`config.mk`:
```
export PLATFORM = sky130hd
export DESIGN_NAME = bram0_loader
export DESIGN_NICKNAME = d
export VERILOG_FILES = /design/src/rtl/bram_pkg.sv /design/src/rtl/lane_packer.sv /design/src/rtl/bram0_loader.sv
export SDC_FILE = /design/constraint.sdc
export NUM_CORES = 1
export LEC_CHECK = 0
export CAP_MARGIN = 20
export CORE_MARGIN = 5
export CORE_UTILIZATION = 45
export CTS_CLUSTER_DIAMETER = 100
export CTS_CLUSTER_SIZE = 16
export DETAILED_ROUTE_END_ITERATION = 7
export GPL_TIMING_DRIVEN = 0
export PLACE_DENSITY = 0.69
export SETUP_SLACK_MARGIN = 0.05
export SYNTH_ARGS = -nofsm -noshare
export SYNTH_HDL_FRONTEND = slang
export SYNTH_SLANG_ARGS = --single-unit
```
`constraint.sdc`:
```
create_clock -name clk -period 3.2 [get_ports clk]
set_input_delay 0.96 -clock clk [delete_from_list [all_inputs] [get_ports clk]]
set_output_delay 0.96 -clock clk [all_outputs]
set_load 0.03 [all_outputs]
```
`src/rtl/bram_pkg.sv`:
```
`default_nettype none
// ============================================================================
//  Package     : bram_pkg
//  Description : Shared BRAM row geometry, stream element width, loader
//                state encoding and element-count clip limit.
//  Revision    : 1.0 - initial release
// ============================================================================
package bram_pkg;

    localparam int AWIDTH        = 8;
    localparam int DWIDTH        = 32;
    localparam int IN_DATA_WIDTH = 8;
    localparam int LANES         = DWIDTH / IN_DATA_WIDTH;

    // Largest element count that fits in BRAM0 (LANES elements per row).
    localparam int CLIP_LIMIT    = LANES << AWIDTH;

    typedef enum logic [1:0] {
        S_IDLE  = 2'd0,
        S_RUN   = 2'd1,
        S_FLUSH = 2'd2,
        S_DONE  = 2'd3
    } state_t;

endpackage
`default_nettype wire

```
`src/rtl/lane_packer.sv`:
```
`default_nettype none
// ============================================================================
//  Module      : lane_packer
//  Description : Packs stream elements into a row buffer, first element in
//                the low lane. Flags a completed row when the top lane fills
//                or the final element arrives, then clears the buffer so a
//                trailing partial row is zero-padded.
//  Revision    : 1.0 - initial release
// ============================================================================
module lane_packer
    import bram_pkg::*;
#(
    parameter int P_DWIDTH        = DWIDTH,
    parameter int P_IN_DATA_WIDTH = IN_DATA_WIDTH
)(
    input  logic                       clk,
    input  logic                       reset_n,
    input  logic                       i_clear,
    input  logic                       i_accept,
    input  logic                       i_last,
    input  logic [P_IN_DATA_WIDTH-1:0] i_data,
    output logic                       o_row_done,
    output logic [P_DWIDTH-1:0]        o_row_data
);

    localparam int P_LANES = P_DWIDTH / P_IN_DATA_WIDTH;
    localparam int LANE_W  = $clog2(P_LANES);

    logic [LANE_W-1:0]   r_lane;
    logic [P_DWIDTH-1:0] r_buf;
    logic [P_DWIDTH-1:0] w_row;
    logic                w_row_done;

    // Row as it looks with the element being accepted this cycle merged in.
    always_comb begin
        w_row = r_buf;
        if (i_accept) begin
            w_row[r_lane*P_IN_DATA_WIDTH +: P_IN_DATA_WIDTH] = i_data;
        end
    end

    assign w_row_done = i_accept && ((r_lane == LANE_W'(P_LANES - 1)) || i_last);
    assign o_row_done = w_row_done;
    assign o_row_data = w_row;

    // Lane pointer and buffer; both restart from zero after each row leaves.
    always_ff @(posedge clk or negedge reset_n) begin
        if (!reset_n) begin
            r_lane <= '0;
            r_buf  <= '0;
        end else if (i_clear) begin
            r_lane <= '0;
            r_buf  <= '0;
        end else if (i_accept) begin
            if (w_row_done) begin
                r_lane <= '0;
                r_buf  <= '0;
            end else begin
                r_lane <= r_lane + 1'b1;
                r_buf  <= w_row;
            end
        end
    end

endmodule
`default_nettype wire

```
`src/rtl/bram0_loader.sv`:
```
`default_nettype none
// ============================================================================
//  Module      : bram0_loader
//  Description : Stream-to-BRAM0 writer. Accepts elements over valid/ready,
//                packs LANES per row and writes rows from address 0 upward.
//                Optional feature macro: BRAM0_LOADER_CHECKSUM_EN adds the
//                per-lane 16-bit element sums on checksum_o.
//  Revision    : 1.0 - initial release
// ============================================================================
module bram0_loader
    import bram_pkg::*;
#(
    parameter int CNT_BIT = 31
)(
    input  logic                     clk,
    input  logic                     reset_n,
    input  logic                     start_i,
    input  logic [CNT_BIT-1:0]       load_count_i,
    input  logic                     s_valid_i,
    input  logic [IN_DATA_WIDTH-1:0] s_data_i,
    output logic                     s_ready_o,
    output logic                     idle_o,
    output logic                     run_o,
    output logic                     done_o,
    output logic [AWIDTH-1:0]        addr_b0_o,
    output logic                     ce_b0_o,
    output logic                     we_b0_o,
    output logic [DWIDTH-1:0]        d_b0_o
`ifdef BRAM0_LOADER_CHECKSUM_EN
    ,
    output logic [LANES*2*IN_DATA_WIDTH-1:0] checksum_o
`endif
);

    // Element counter must hold the clip limit itself.
    localparam int CNT_W = $clog2(CLIP_LIMIT) + 1;

    state_t             r_state;
    state_t             w_state_nxt;
    logic [CNT_W-1:0]   r_count;
    logic [CNT_W-1:0]   r_elem_cnt;
    logic [CNT_W-1:0]   w_count_clip;
    logic [AWIDTH-1:0]  r_row_cnt;
    logic [AWIDTH-1:0]  r_addr;
    logic [DWIDTH-1:0]  r_data;
    logic               r_ce;
    logic               w_start;
    logic               w_ready;
    logic               w_accept;
    logic               w_last;
    logic               w_row_done;
    logic [DWIDTH-1:0]  w_row_data;

    assign w_count_clip = (load_count_i > CNT_BIT'(CLIP_LIMIT)) ? CNT_W'(CLIP_LIMIT)
                                                                : load_count_i[CNT_W-1:0];
    assign w_start  = (r_state == S_IDLE) && start_i;
    // RUN is left on the final accept, so ready never exceeds the count.
    assign w_ready  = (r_state == S_RUN);
    assign w_accept = s_valid_i && w_ready;
    assign w_last   = (r_elem_cnt == (r_count - 1'b1));

    assign s_ready_o = w_ready;
    assign idle_o    = (r_state == S_IDLE);
    assign run_o     = (r_state == S_RUN) || (r_state == S_FLUSH);
    assign done_o    = (r_state == S_DONE);
    assign addr_b0_o = r_addr;
    assign d_b0_o    = r_data;
    assign ce_b0_o   = r_ce;
    assign we_b0_o   = r_ce;

    // State register.
    always_ff @(posedge clk or negedge reset_n) begin
        if (!reset_n) begin
            r_state <= S_IDLE;
        end else begin
            r_state <= w_state_nxt;
        end
    end

    // Next-state decode.
    always_comb begin
        w_state_nxt = r_state;
        unique case (r_state)
            S_IDLE: begin
                if (start_i) begin
                    w_state_nxt = (w_count_clip == '0) ? S_DONE : S_RUN;
                end
            end
            S_RUN: begin
                if (w_accept && w_last) begin
                    w_state_nxt = S_FLUSH;
                end
            end
            S_FLUSH: w_state_nxt = S_DONE;
            S_DONE:  w_state_nxt = S_IDLE;
            default: w_state_nxt = S_IDLE;
        endcase
    end

    // Latched element count and running accept count.
    always_ff @(posedge clk or negedge reset_n) begin
        if (!reset_n) begin
            r_count    <= '0;
            r_elem_cnt <= '0;
        end else if (w_start) begin
            r_count    <= w_count_clip;
            r_elem_cnt <= '0;
        end else if (w_accept) begin
            r_elem_cnt <= r_elem_cnt + 1'b1;
        end
    end

    lane_packer u_lane_packer (
        .clk        (clk),
        .reset_n    (reset_n),
        .i_clear    (w_start),
        .i_accept   (w_accept),
        .i_last     (w_last),
        .i_data     (s_data_i),
        .o_row_done (w_row_done),
        .o_row_data (w_row_data)
    );

    // BRAM0 port register: one-cycle write strobe per completed row; address
    // and data hold between writes.
    always_ff @(posedge clk or negedge reset_n) begin
        if (!reset_n) begin
            r_ce      <= 1'b0;
            r_addr    <= '0;
            r_data    <= '0;
            r_row_cnt <= '0;
        end else begin
            r_ce <= 1'b0;
            if (w_start) begin
                r_row_cnt <= '0;
            end else if (w_row_done) begin
                r_ce      <= 1'b1;
                r_addr    <= r_row_cnt;
                r_data    <= w_row_data;
                r_row_cnt <= r_row_cnt + 1'b1;
            end
        end
    end

`ifdef BRAM0_LOADER_CHECKSUM_EN
    localparam int SUM_W = 2 * IN_DATA_WIDTH;

    logic [SUM_W-1:0] r_sum [LANES];

    // Per-lane wrapping sums; padded lanes never receive an element.
    always_ff @(posedge clk or negedge reset_n) begin
        if (!reset_n) begin
            for (int i = 0; i < LANES; i++) r_sum[i] <= '0;
        end else if (w_start) begin
            for (int i = 0; i < LANES; i++) r_sum[i] <= '0;
        end else if (w_accept) begin
            r_sum[r_elem_cnt[$clog2(LANES)-1:0]] <=
                r_sum[r_elem_cnt[$clog2(LANES)-1:0]] + SUM_W'(s_data_i);
        end
    end

    for (genvar g = 0; g < LANES; g++) begin : g_cksum
        assign checksum_o[g*SUM_W +: SUM_W] = r_sum[g];
    end
`endif

endmodule
`default_nettype wire

```
======== After elaboration in Yosys (flattened, before gate mapping) ========
Cells that the tools add are included.
cells by class
  magnitude comparators ................... 1
  shifts and indexed selects .............. 2
  bitwise logic cells ..................... 1
  divide/modulo/power cells ............... 0
  reduce and logical (&&, ||, !) cells .... 12
  muxes and demuxes ....................... 19
  add/sub/neg operators ................... 5
  $mul .................................... 0
  eq/ne operators ......................... 7
operators by type and width
  operator                                                          count
  two-way mux 32 bit                                                4
  negation 5 -> 34 bit                                              1
  variable shift 8 x 34 -> 32 bit (first input constant)            1
  indexed part select 8 x 34 -> 32 bit                              1
  two-way mux 11 bit                                                3
  bitwise mux 32 bit                                                1
  greater-than comparator 31 x 11 -> 1 bit (second input constant)  1
  two-way mux 8 bit                                                 2
  two-way mux 2 bit                                                 6
  adder 11 x 1 -> 11 bit (second input constant)                    1
  == test 11 bit                                                    1
  zero test 11 bit                                                  1
  subtractor 11 x 1 -> 11 bit (second input constant)               1
  adder 8 x 1 -> 8 bit (second input constant)                      1
  one-hot mux 2 bit (4 select lines)                                1
  == test 2 bit (second input constant)                             3
  logical AND 1 bit                                                 4
  AND reduction 2 bit                                               2
  nonzero test 2 bit                                                2
  adder 2 x 1 -> 2 bit (second input constant)                      1
  == test 2 x 1 -> 1 bit (second input constant)                    1
  zero test 2 bit                                                   1
  logical OR 1 bit                                                  2
  two-way mux 1 bit                                                 2
  other kinds (3)                                                   3
storage, ports and cells
  output and inout port bits .............. 46
  memories kept ........................... 0
  latch bits .............................. 0
  bits in read-only memories .............. 0
  register bits after elaboration ......... 107
  logic and storage cells ................. 56
  bits of input ports ..................... 43
  memory bits (writable) .................. 0

======== Longest topological paths before layout ========
Gate-level depths: netlist (run 1).
  depth in word-level cells ............... 7
  gate-level depth with buffers ........... 12
  depth with buffers taken out ............ 9

======== Modules after synthesis ========
A second synthesis (run 1) with hierarchy kept.
unflattened totals
  cells, all modules ...................... 442
  area, all modules ....................... 5176.2 µm²
modules (own cells, without submodules)
  module        seq. area each (µm²)  cells each  times used  area each (µm²)
  bram0_loader  1826.8                296         1           3449.6
  lane_packer   850.8                 146         1           1726.7

======== Least setup slack after synthesis (run 1) ========
No wires, ideal clock.
  path type ............................... input-to-reg
  start point ............................. input port s_valid_i
  end point ............................... register u_lane_packer.r_buf[10]
  data arrival time ....................... 2.931 ns
  buffers on the path ..................... 2
  path slack .............................. 0.202 ns
  stages .................................. 8
  library setup time ...................... 0.067 ns
  required time ........................... 3.133 ns
  path through ............................ and2_1 > clkbuf_1 > buf_2 > nand2_1 > nor4_1 > nand3_1 > nor2_1 > a22o_1
on the way
  word-level cells in the longest chain between the ends .. 5
  elaborated cells between the ends (all ways) .. 7
  those cells by class .................... mux (4); reduce/logical (3)
ends and longest elaborated chain
  item                                                            line                                  RTL
  start: declaration                                              bram0_loader.sv:19                    input logic s_valid_i,
  logical AND 1 bit (*)                                           bram0_loader.sv:59                    assign w_accept = s_valid_i && w_ready;
  two-way mux 32 bit / logical AND 1 bit (equally long branches)  lane_packer.sv:37, lane_packer.sv:42
  two-way mux 32 bit                                              lane_packer.sv:55                     if (w_row_done) begin
  two-way mux 32 bit                                              lane_packer.sv:54                     end else if (i_accept) begin
  two-way mux 32 bit                                              lane_packer.sv:51                     end else if (i_clear) begin
  end signal: assignment                                          lane_packer.sv:60                     r_buf <= w_row;
  end: declaration                                                lane_packer.sv:30                     logic [P_DWIDTH-1:0] r_buf;
Mark *: on every way between the ends. The rest lies on a longest branch, timed or not. The select of a mux whose other input is x is not followed.
A chain may end at the register's enable or synchronous reset.

======== Final worst setup path (run 1) ========
  start point ............................. register r_count[0]
  end point ............................... register u_lane_packer.r_buf[4]
on the way
  word-level cells in the longest chain between the ends .. 7
ends and longest elaborated chain
  item                         line                 RTL
  start: declaration           bram0_loader.sv:40   logic [CNT_W-1:0] r_count;
  start signal: assignment     bram0_loader.sv:106  r_count <= w_count_clip;
  subtractor 11 x 1 -> 11 bit  bram0_loader.sv:60   assign w_last = (r_elem_cnt == (r_count - 1'b1));
  == test 11 bit               bram0_loader.sv:60
  logical OR 1 bit             lane_packer.sv:42    assign w_row_done = i_accept && ((r_lane == LANE_W'(P_LANES - 1)) || i_last);
  logical AND 1 bit            lane_packer.sv:42
  two-way mux 32 bit           lane_packer.sv:55
  two-way mux 32 bit           lane_packer.sv:54
  two-way mux 32 bit           lane_packer.sv:51
Every way passes these cells. The select of a mux whose other input is x is not followed.

==> metrics.txt, run 1 <==
status=finished, final reports clean; Reg power frac=39.1%; pre-CTS setup slack=-599.8 ps; Max FO, Critical Path=7; RSZ-0062 raised after global routing=true; worst setup path class=flop to flop; Synth cell types=51; FF-to-FF End=u_lane_packer.r_buf[4]; CTS tree=yes; Finished Layout Cells=702; drt initial violations=251; Crit path required time=3440 ps; synth cell count leaders=107 x dfrtp_1, 54 x a22o_1, 40 x nand2_1; Die X=118.5 um; initial antenna violation count=0; synthesis-stage register bit count=107; Worst Hold End=u_lane_packer.r_buf[30]; # fillers=935; DR vias=3939; Initial Util=46.16%; GR Overflow Total=0; Mapped Area=5294 um^2; Post-synth top flop=dfrtp_1; Post-Route Skew=6.757 ps; r2r startpoint=r_count[0]; register area share after synthesis=50.58%; Power Dens Cells=601.2 nW/um^2; post-DR wirelength/cell=17.20 um; Logic pwr share=30.0%; actual slew at the worst max-slew pin=813.5 ps; later-pin clock latency in the skew report=350 ps; cell with the most instances after synthesis=dfrtp_1; worst setup margin=138.5 ps; Cells after Synth=449; DP Wirelength=8.792 mm; Die Ht=118.5 um; reg2reg setup slack=140 ps; internal power=2.788 mW; DRC violations left=0; first-pass GRT wire length=20.68 mm; CP endpoint kind=flop; switching share of power=32.30%; Root Buffer=clkbuf_16; core area=11470 um^2; FP Rows=39; Area Growth Syn to Fin=29.38%; Pre-antenna DRT Iters=4; Psw=1.330 mW; Post-synth ARST share=100.0%; Clock Tree Buf Depth=2; CP startpoint kind=flop; pin count of the biggest net entering global routing=64; EDFF count, synth=0; Detail Route Antenna Nets=0; H-tree depth=3; # IOs=89; Hold Crit Start=u_lane_packer.r_buf[30]; FF-to-FF path depth=12; gpl congestion=0.7714; Tmin final=3062 ps; Worst Hold Class=flop to flop; Max Cap Viol=0; Via density=5.611; layout cells sized above 1=15.74%; Max Freq=326.6 MHz; Critical Path AT=3300 ps; Synth area leader=dfrtp_1; overall power=4.117 mW; vias in the first global route=4164; final wirelength=12.08 mm; TritonCTS Sinks=107; Rel. slew slack=45.77%; worst vdd ir=512.8 uV; Final Max Slew Viols=0; PortBufs=88; Avg Inst Size Synth=11.79 um^2; Yosys top cell area share=50.58%; full die area=14030 um^2; Lkg Pwr=3.263 nW; Worst Hold Depth=1; final setup fails=0; Clock power frac=30.9%; final hold vios=0; Cells after DPL=685; top cells by area, synth=dfrtp_1 51%, mux2_4 11%, a22o_1 8.9%, ha_1 2.8%, nand2_1 2.8%; All-Layer GR Usage=17.73%; final period utilization=95.67%; total CTS buffers=9; Synthesized Nets=504; Nets=609; Yosys warnings=0; clock-pin slew on the worst setup and hold paths=70 ps; n_diodes=0
==> layer usage <==
metal	vias to the layer above	global-route usage [%]	part of all wire [%]
met4	0	7.442	2.6
li1	1858	-	-
met1	1927	22.98	44
met2	130	28.31	47
met5	-	0	0
met3	24	4.632	6.7
==> layout by cell type (no fill, tap or decap), drive strengths merged, types with 3 or more instances in the layout <==
master,count
nor2,25
and3,4
inv,13
mux2,40
nor3,5
nand3,22
o21ai,5
clkbuf,16
clkdlybuf4s50,87
nor4,13
buf,19
a31o,5
nand4,7
a22o,54
o31ai,4
dfrtp,107
ha,12
xor2,10
mux2i,4
nand2,41
a21oi,9
bufinv,3
xnor2,15
and2,11
==> registers in the layout, summed over array words and instances (netlist names) <==
name / cells
r_count: 11
r_row_cnt: 8
r_state: 2
r_elem_cnt: 11
addr_b0_o: 8
u_lane_packer.r_lane: 2
u_lane_packer.r_buf: 32
d_b0_o: 32
ce_b0_o: 1
==> through the flow <==
| step | area, um^2 | TNS, ps | util (%) | hold WS, ps |
|---|---|---|---|---|
| after floorplan | 5294 | 0 | - | 454.0 |
| after detailed placement | 6399 | -17010 | 55.80 | 471.2 |
| after global placement | 6354 | -314880 | 55.41 | 469.3 |
| after CTS | 6784 | 0 | 59.16 | 491.9 |
| final | 6849 | 0 | 59.73 | 491.0 |
| after global routing | 6849 | 0 | 59.73 | 511.9 |
==> critical path, stage by stage, from the launching register on <==
cell and delay, ps:
dfrtp_1 420, inv_1 90, ha_1 180, or3b_1 360, buf_2 180, nor4b_1 340
a211oi_1 100, a2111o_1 400, o21ai_4 240, buf_4 220, nor4_4 70, buf_2 180
a22o_1 180
==> area by class of cell <==
cell class              instances  area (um^2)  share of cell area [%]
repair buffers                 94        933.4                   13.63
inverters                      12        45.04                  0.6577
clock inverters                 7        123.9                   1.809
flip-flops and latches        107         2678                   39.09
multi-input cells             311         2541                   37.10
clock buffers                   9        225.2                   3.288
plain buffers                  19        123.9                   1.809
well taps                     143        178.9                   2.612
==> logic make-up after synthesis <==
logic type | count (synthesis) | synth area share [%]
muxes | 44 | 12.03
adders and majority gates | 12 | 2.836
AOI/OAI and AO/OA | 89 | 13.83
DFF | 107 | 50.58
buffers and inverters | 31 | 3.120
xor gates and xnor gates | 25 | 4.136
and+or+nand+nor | 141 | 13.47
==> worst max-delay path by stage <==
stage / from / endpoint / slack [ps] / depth (start not counted)
after floorplan: s_valid_i / u_lane_packer.r_buf[10] / 200 / 8
after global placement: reset_n / r_elem_cnt[10] / -2720 / 1
after detailed placement: s_valid_i / u_lane_packer.r_buf[13] / -600 / 9
after CTS: s_valid_i / u_lane_packer.r_buf[10] / 20 / 9
after global routing: s_valid_i / u_lane_packer.r_buf[14] / 10 / 9
final: r_count[0] / u_lane_packer.r_buf[4] / 140 / 12
==> repair_timing <==
item | in CTS | in global routing
setup endpoints to repair | 31 | 77
gates resized for setup | 5 | 9
pin swaps | 1 | 2
gates cloned | 0 | 0
hold buffers | 0 | 0
setup buffers | 1 | 0
==> power groups by stage <==
stage	Clock (mW)	Combinational, mW	Sequential [mW]
floorplan	0	0.669	1.70
global placement	0	1.13	1.62
detailed placement	0	1.16	1.63
CTS	1.30	1.19	1.61
global route	1.36	1.34	1.63
finish	1.27	1.24	1.61
No activity file was read; power rests on OpenSTA's default activity.
==> run 2: changes to the inputs <==
- CAP_MARGIN: 20 -> 25
- CTS_BUF_LIST: unset -> sky130_fd_sc_hd__clkbuf_8
==> run 2 against run 1 <==
Effect of this change:
- core utilization down 0.88 points
- critical path depth unchanged
- wire length down 0.55%
- largest cell class unchanged
- worst setup slack gained 27 ps
- flip-flop and latch count unchanged
- non-clock buffer count is the same
==> metrics.txt, run 2 (synthesized netlist as in run 1, its figures left out) <==
CP endpoint kind=flop; pin count of the biggest net entering global routing=64 (unchanged); final setup fails=0 (unchanged); initial antenna violation count=0 (unchanged); Lkg Pwr=3.216 nW (-1.4%); CTS tree=yes; most common cell after layout, fill and taps aside=dfrtp_1; first-pass GRT wire length=20.50 mm (-0.87%); Die X=118.5 um (unchanged); Max Cap Viol=0 (unchanged); Root Buffer=clkbuf_8; All-Layer GR Usage=17.51% (-0.21 points); Rel. slew slack=45.92% (+0.15 points); Nets=609 (unchanged); peak per-stage delay on the critical path=430 ps (about the same); TritonCTS Sinks=107 (unchanged); later-pin clock latency in the skew report=390 ps (+40 ps); r2r startpoint=r_count[0]; Initial Util=46.16% (unchanged); Clock Tree Buf Depth=2 (unchanged); final hold slack=499.5 ps (+8.512 ps); RSZ-0062 raised after global routing=true; status=finished, final reports clean; full die area=14030 um^2 (unchanged); actual slew at the worst max-slew pin=811.2 ps (-2.272 ps); PortBufs=88 (unchanged); Worst Hold Depth=1 (unchanged); total CTS buffers=9 (unchanged); crit path cell chain=inv_1, ha_1, or3b_1, buf_2, nor4b_1, a211oi_1, a2111o_1, o21ai_4, buf_4, nor4_4, buf_2, a22o_1; vias in the first global route=4157 (-0.17%); n_diodes=0 (unchanged); Max FO, Critical Path=7 (unchanged); DR vias=3896 (-1.1%); Power Dens Cells=569.0 nW/um^2 (-5.3%); DRC violations left=0 (unchanged); drt initial violations=190 (-24%); Worst Hold Class=flop to flop; core area=11470 um^2 (unchanged); gpl congestion=0.7714 (unchanged); Max Freq=329.5 MHz (+0.88%); Pre-antenna DRT Iters=4 (unchanged); H-tree depth=3 (unchanged); commonest non-fill, non-tap cells in the layout=107 x dfrtp_1, 87 x clkdlybuf4s50_1, 54 x a22o_1; GR Overflow Total=0 (unchanged); CP startpoint kind=flop; Post-Route Skew=10.48 ps (+3.726 ps); worst vdd ir=510.0 uV (-0.54%); post-DR wirelength/cell=17.11 um (-0.55%); Tmin final=3035 ps (-26.71 ps); Final TNS setup=0 ps (unchanged); final wirelength=12.01 mm (-0.55%); Die Ht=118.5 um (unchanged); critical path depth=12 (unchanged); FP Rows=39 (unchanged); most frequent cell on the critical path=buf_2; Area Growth Syn to Fin=27.46%; Worst Hold End=u_lane_packer.r_buf[31]; final hold vios=0 (unchanged); DP Wirelength=8.792 mm (unchanged); FF-to-FF path depth=12 (unchanged); layout cells sized above 1=15.74% (unchanged); Post-CTS Hold Buffers=0 (unchanged); Via density=5.550 (-1.1%); Final Max Slew Viols=0 (unchanged); Buf/Inv on CP=4 (unchanged); # IOs=89 (unchanged); reg2reg setup slack=170 ps (+30 ps); Hold Crit Start=u_lane_packer.r_buf[31]; Crit path required time=3480 ps (+40 ps); Detail Route Antenna Nets=0 (unchanged); delay-heaviest family, CP=compound AO/OA/AOI/OAI gates; final period utilization=94.84% (-0.83 points); Crit-path slowest cell=dfrtp_1; worst setup path class=flop to flop; FF-to-FF End=u_lane_packer.r_buf[4]; clock-pin slew on the worst setup and hold paths=100 ps (+30 ps); Critical Path AT=3310 ps (about the same)
[run 2: cell types whose count changed in the layout (fill, tap and decap cells not counted)]
cell	before	now
clkbuf_16	9	0
clkbuf_8	0	9
[run 2: routing by layer]
layer / GRT usage [%] / wire, um / share of wire (%) / vias to the layer above
li1: - / - / - / 1852
met1: 22.91 / 5401 / 45 / 1891
met2: 28.06 / 5588 / 47 / 131
met3: 4.298 / 765 / 6.4 / 22
met4: 7.087 / 254 / 2.1 / 0
met5: 0 / 0 / 0 / -
[run 2: metrics by stage]
stage	utilization, %	power, mW	std cells	setup slack [ps]	area [um^2]
5_1_grt	58.84	4.044	702	41.87	6748
6_report	58.84	3.840	702	165.2	6748
2_1_floorplan	-	2.368	449	202.0	5294
3_3_place_gp	55.41	2.756	680	-2722	6354
3_5_place_dp	55.80	2.795	685	-599.8	6399
4_1_cts	58.28	3.825	702	50.97	6683
[run 2: worst max-delay path by stage]
stage / from / end
3_5_place_dp: s_valid_i / u_lane_packer.r_buf[13]
5_1_grt: r_count[0] / u_lane_packer.r_buf[4]
3_3_place_gp: reset_n / r_elem_cnt[10]
4_1_cts: r_count[0] / u_lane_packer.r_buf[4]
6_report: r_count[0] / u_lane_packer.r_buf[4]
2_1_floorplan: s_valid_i / u_lane_packer.r_buf[10]
[run 2: repair_timing]
| action | 4_1_cts | 5_1_grt |
|---|---|---|
| pin swaps | 1 | 3 |
| gates resized for setup | 5 | 9 |
| gates cloned | 0 | 0 |
| buffers inserted | 1 | 0 |
| endpoints found under the setup margin | 27 | 77 |
[run 2: area by class of cell]
type                       count  area, um^2
inverter                      12       45.04
fill                         952        4720
buffer                        19       123.9
multi-input combinational    311        2541
tap                          143       178.9
clock buffer                   9       123.9
clock inverter                 7       123.9
sequential                   107        2678
timing repair buffer          94       933.4
[run 2: worst register-to-register path: cells and delay by family, from the launching register on]
kind                       cells  cell delay [ps]
and+or+nand+nor                3              770
DFF                            1              430
buffers and inverters          4              670
adders and majority gates      1              180
AOI/OAI and AO/OA              4              900
[run 2: report_power, final]
| part | leakage (nW) | internal [mW] | total, mW | switching [mW] |
|---|---|---|---|---|
| clock | 0.120 | 0.525 | 1.00 | 0.475 |
| sequential | 1.48 | 1.49 | 1.61 | 0.114 |
| combinational | 1.62 | 0.522 | 1.23 | 0.709 |
| total | 3.22 | 2.54 | 3.84 | 1.30 |
==> run 3: changes to the inputs <==
- CORE_UTILIZATION: 45 -> 50
- PLACE_DENSITY: 0.69 -> 0.76
- SLEW_MARGIN: unset -> 10
==> run 3 against run 2 <==
Effect of this change:
- sequential share of layout area is 0.24 points higher
- core utilization up 6.1 points
- sequential power barely moved
- final cell count decreased by 0.71%
- first-iteration DRC count increased by 37%
- clock skew up 5.0 ps
- global-route usage up 1.4 points
- flip-flop and latch count unchanged
- maximum frequency shrank 0.57%
- combinational power about the same
- register-to-register slack got worse by 20 ps
- largest power group unchanged
- highest routed layer unchanged
==> metrics.txt, run 3 (synthesized netlist as in run 1, its figures left out) <==
status=finished, final reports clean; Initial Util=51.28% (+5.1 points); first-pass GRT wire length=19.76 mm (-3.6%); n_diodes=0 (unchanged); pin count of the biggest net entering global routing=84 (+31%); PortBufs=88 (unchanged); post-DR wirelength/cell=17.16 um (+0.33%); RSZ-0062 raised after global routing=false; Tmin final=3052 ps (+17.47 ps); Rel. slew slack=53.26% (+7.3 points); overall power=3.619 mW (-5.7%); Max Freq=327.6 MHz (-0.57%); final setup fails=0 (unchanged); All-Layer GR Usage=18.91% (+1.4 points); full die area=12750 um^2 (-9.2%); Critical Path AT=3310 ps (about the same); Post-Route Skew=15.53 ps (+5.047 ps); drt initial violations=261 (+37%); initial antenna violation count=0 (unchanged); # fillers=815 (-14%); metal3 WL=737 um (-3.7%); worst setup path class=flop to flop; FF-to-FF End=d_b0_o[5]; gpl congestion=0.8202 (+6.3%); Pre-antenna DRT Iters=4 (unchanged); DP Wirelength=8.759 mm (-0.38%); Logic pwr share=34.1% (+2.0 points); Finished Layout Cells=697 (-0.71%); Final TNS setup=0 ps (unchanged); Max FO, Critical Path=10 (+3); Post-CTS Hold Buffers=0 (unchanged); Clock power frac=21.4% (-4.6 points); later-pin clock latency in the skew report=370 ps (-20 ps); worst vdd ir=401.0 uV (-21%); Cells after DPL=678 (-1.0%); final period utilization=95.38% (+0.55 points); area of the multi-input gates=2547 um^2 (+0.25%); core area=10320 um^2 (-10%); FP Rows=37 (-5.1%); commonest non-fill, non-tap cells in the layout=107 x dfrtp_1, 87 x clkdlybuf4s50_1, 54 x a22o_1; Psw=1.308 mW (+0.73%); Max Cap Viol=0 (unchanged); Root Buffer=clkbuf_8; Clock Tree Buf Depth=2 (unchanged); H-tree depth=3 (unchanged); CTS tree=yes; DR vias=3982 (+2.2%); Lkg Pwr=3.217 nW (about the same); Crit path required time=3460 ps (-20 ps); Metal-1 WL=5.140 mm (-4.8%); max layer used=met4; Area Growth Syn to Fin=26.71%; Die Ht=112.9 um (-4.7%); FF-to-FF path depth=11 (-1); Final Max Slew Viols=0 (unchanged); total CTS buffers=9 (unchanged); layout cells sized above 1=16.22% (+0.48 points); TritonCTS Sinks=107 (unchanged); final hold slack=428.9 ps (-70.63 ps); met2 WL=5.825 mm (+4.2%); peak per-stage delay on the critical path=470 ps (+40 ps); CP startpoint kind=flop; actual slew at the worst max-slew pin=694.7 ps (-116.6 ps); Worst Hold Class=input pin to async pin; DRC violations left=0 (unchanged); Reg power frac=44.5% (+2.6 points); clock-pin slew on the worst setup and hold paths=110 ps (about the same); Via density=5.713 (+2.9%); final wirelength=11.96 mm (-0.38%); reg2reg setup slack=150 ps (-20 ps); switching share of power=36.15% (+2.3 points); most common cell after layout, fill and taps aside=dfrtp_1; GR Overflow Total=0 (unchanged); crit path cell chain=inv_1, ha_1, or3b_1, buf_2, nor4_4, xnor2_1, a2111o_1, o21ai_4, nand2_4, buf_6, mux2_4; vias in the first global route=4158 (+0.024%); Nets=611 (+0.33%); Die X=112.9 um (-4.7%); # IOs=89 (unchanged); CP endpoint kind=flop; worst setup path startpoint=r_count[0]; register area=2678 um^2 (unchanged); r2r startpoint=r_count[0]; internal power=2.311 mW (-9.1%); Detail Route Antenna Nets=0 (unchanged); final hold vios=0 (unchanged); Power Dens Cells=539.5 nW/um^2 (-5.2%); Crit-path slowest cell=a2111o_1
[run 3: what timing repair did]
action                                 in CTS  in global routing
resized for setup                           4                 13
setup endpoints to repair                  20                 81
setup buffers                               2                  2
pin swaps                                   1                  3
endpoints found under the hold margin       0                  0
[run 3: power groups by stage]
stage,registers (mW),clock network (mW),logic [mW]
floorplan,1.70,0,0.669
global placement,1.62,0,1.13
detailed placement,1.64,0,1.17
CTS,1.61,0.794,1.19
global route,1.63,0.850,1.35
finish,1.61,0.775,1.23
[run 3: layout make-up]
cell class / instances / area share, %
sequential: 107 / 39.92
buffer: 18 / 1.847
timing repair buffer: 97 / 14.31
clock inverter: 7 / 0.8954
multi-input combinational: 311 / 37.98
tap: 136 / 2.537
clock buffer: 9 / 1.847
inverter: 12 / 0.6715
[run 3: per-layer routing]
metal / track usage (%) / vias up
li1: - / 1859
met1: 24.40 / 1964
met2: 31.87 / 137
met3: 3.743 / 22
met4: 6.571 / 0
met5: 0 / -
[run 3: worst max path at each step]
stage	end	slack [ps]	cells past startpoint
after CTS	u_lane_packer.r_buf[0]	30	10
after floorplan	u_lane_packer.r_buf[10]	200	8
after detailed placement	u_lane_packer.r_buf[12]	-480	9
after global placement	r_elem_cnt[10]	-2670	1
after global routing	d_b0_o[4]	40	11
final	d_b0_o[5]	150	11
[run 3: stage by stage]
step	utilization (%)	area (um^2)	setup slack [ps]
6_report	64.97	6708	147.7
5_1_grt	64.97	6708	37.54
4_1_cts	64.05	6613	29.50
3_5_place_dp	61.93	6394	-477.2
3_3_place_gp	61.46	6345	-2666
2_1_floorplan	-	5294	202.0
[run 3: worst max-delay path, delay by kind of cell (launching register included)]
family | cells | cell delay [ps]
compound gates | 2 | 720
xor+xnor | 1 | 100
fa+ha+maj | 1 | 170
buf+inv | 3 | 480
flops | 1 | 430
mux | 1 | 300
simple gates | 3 | 730
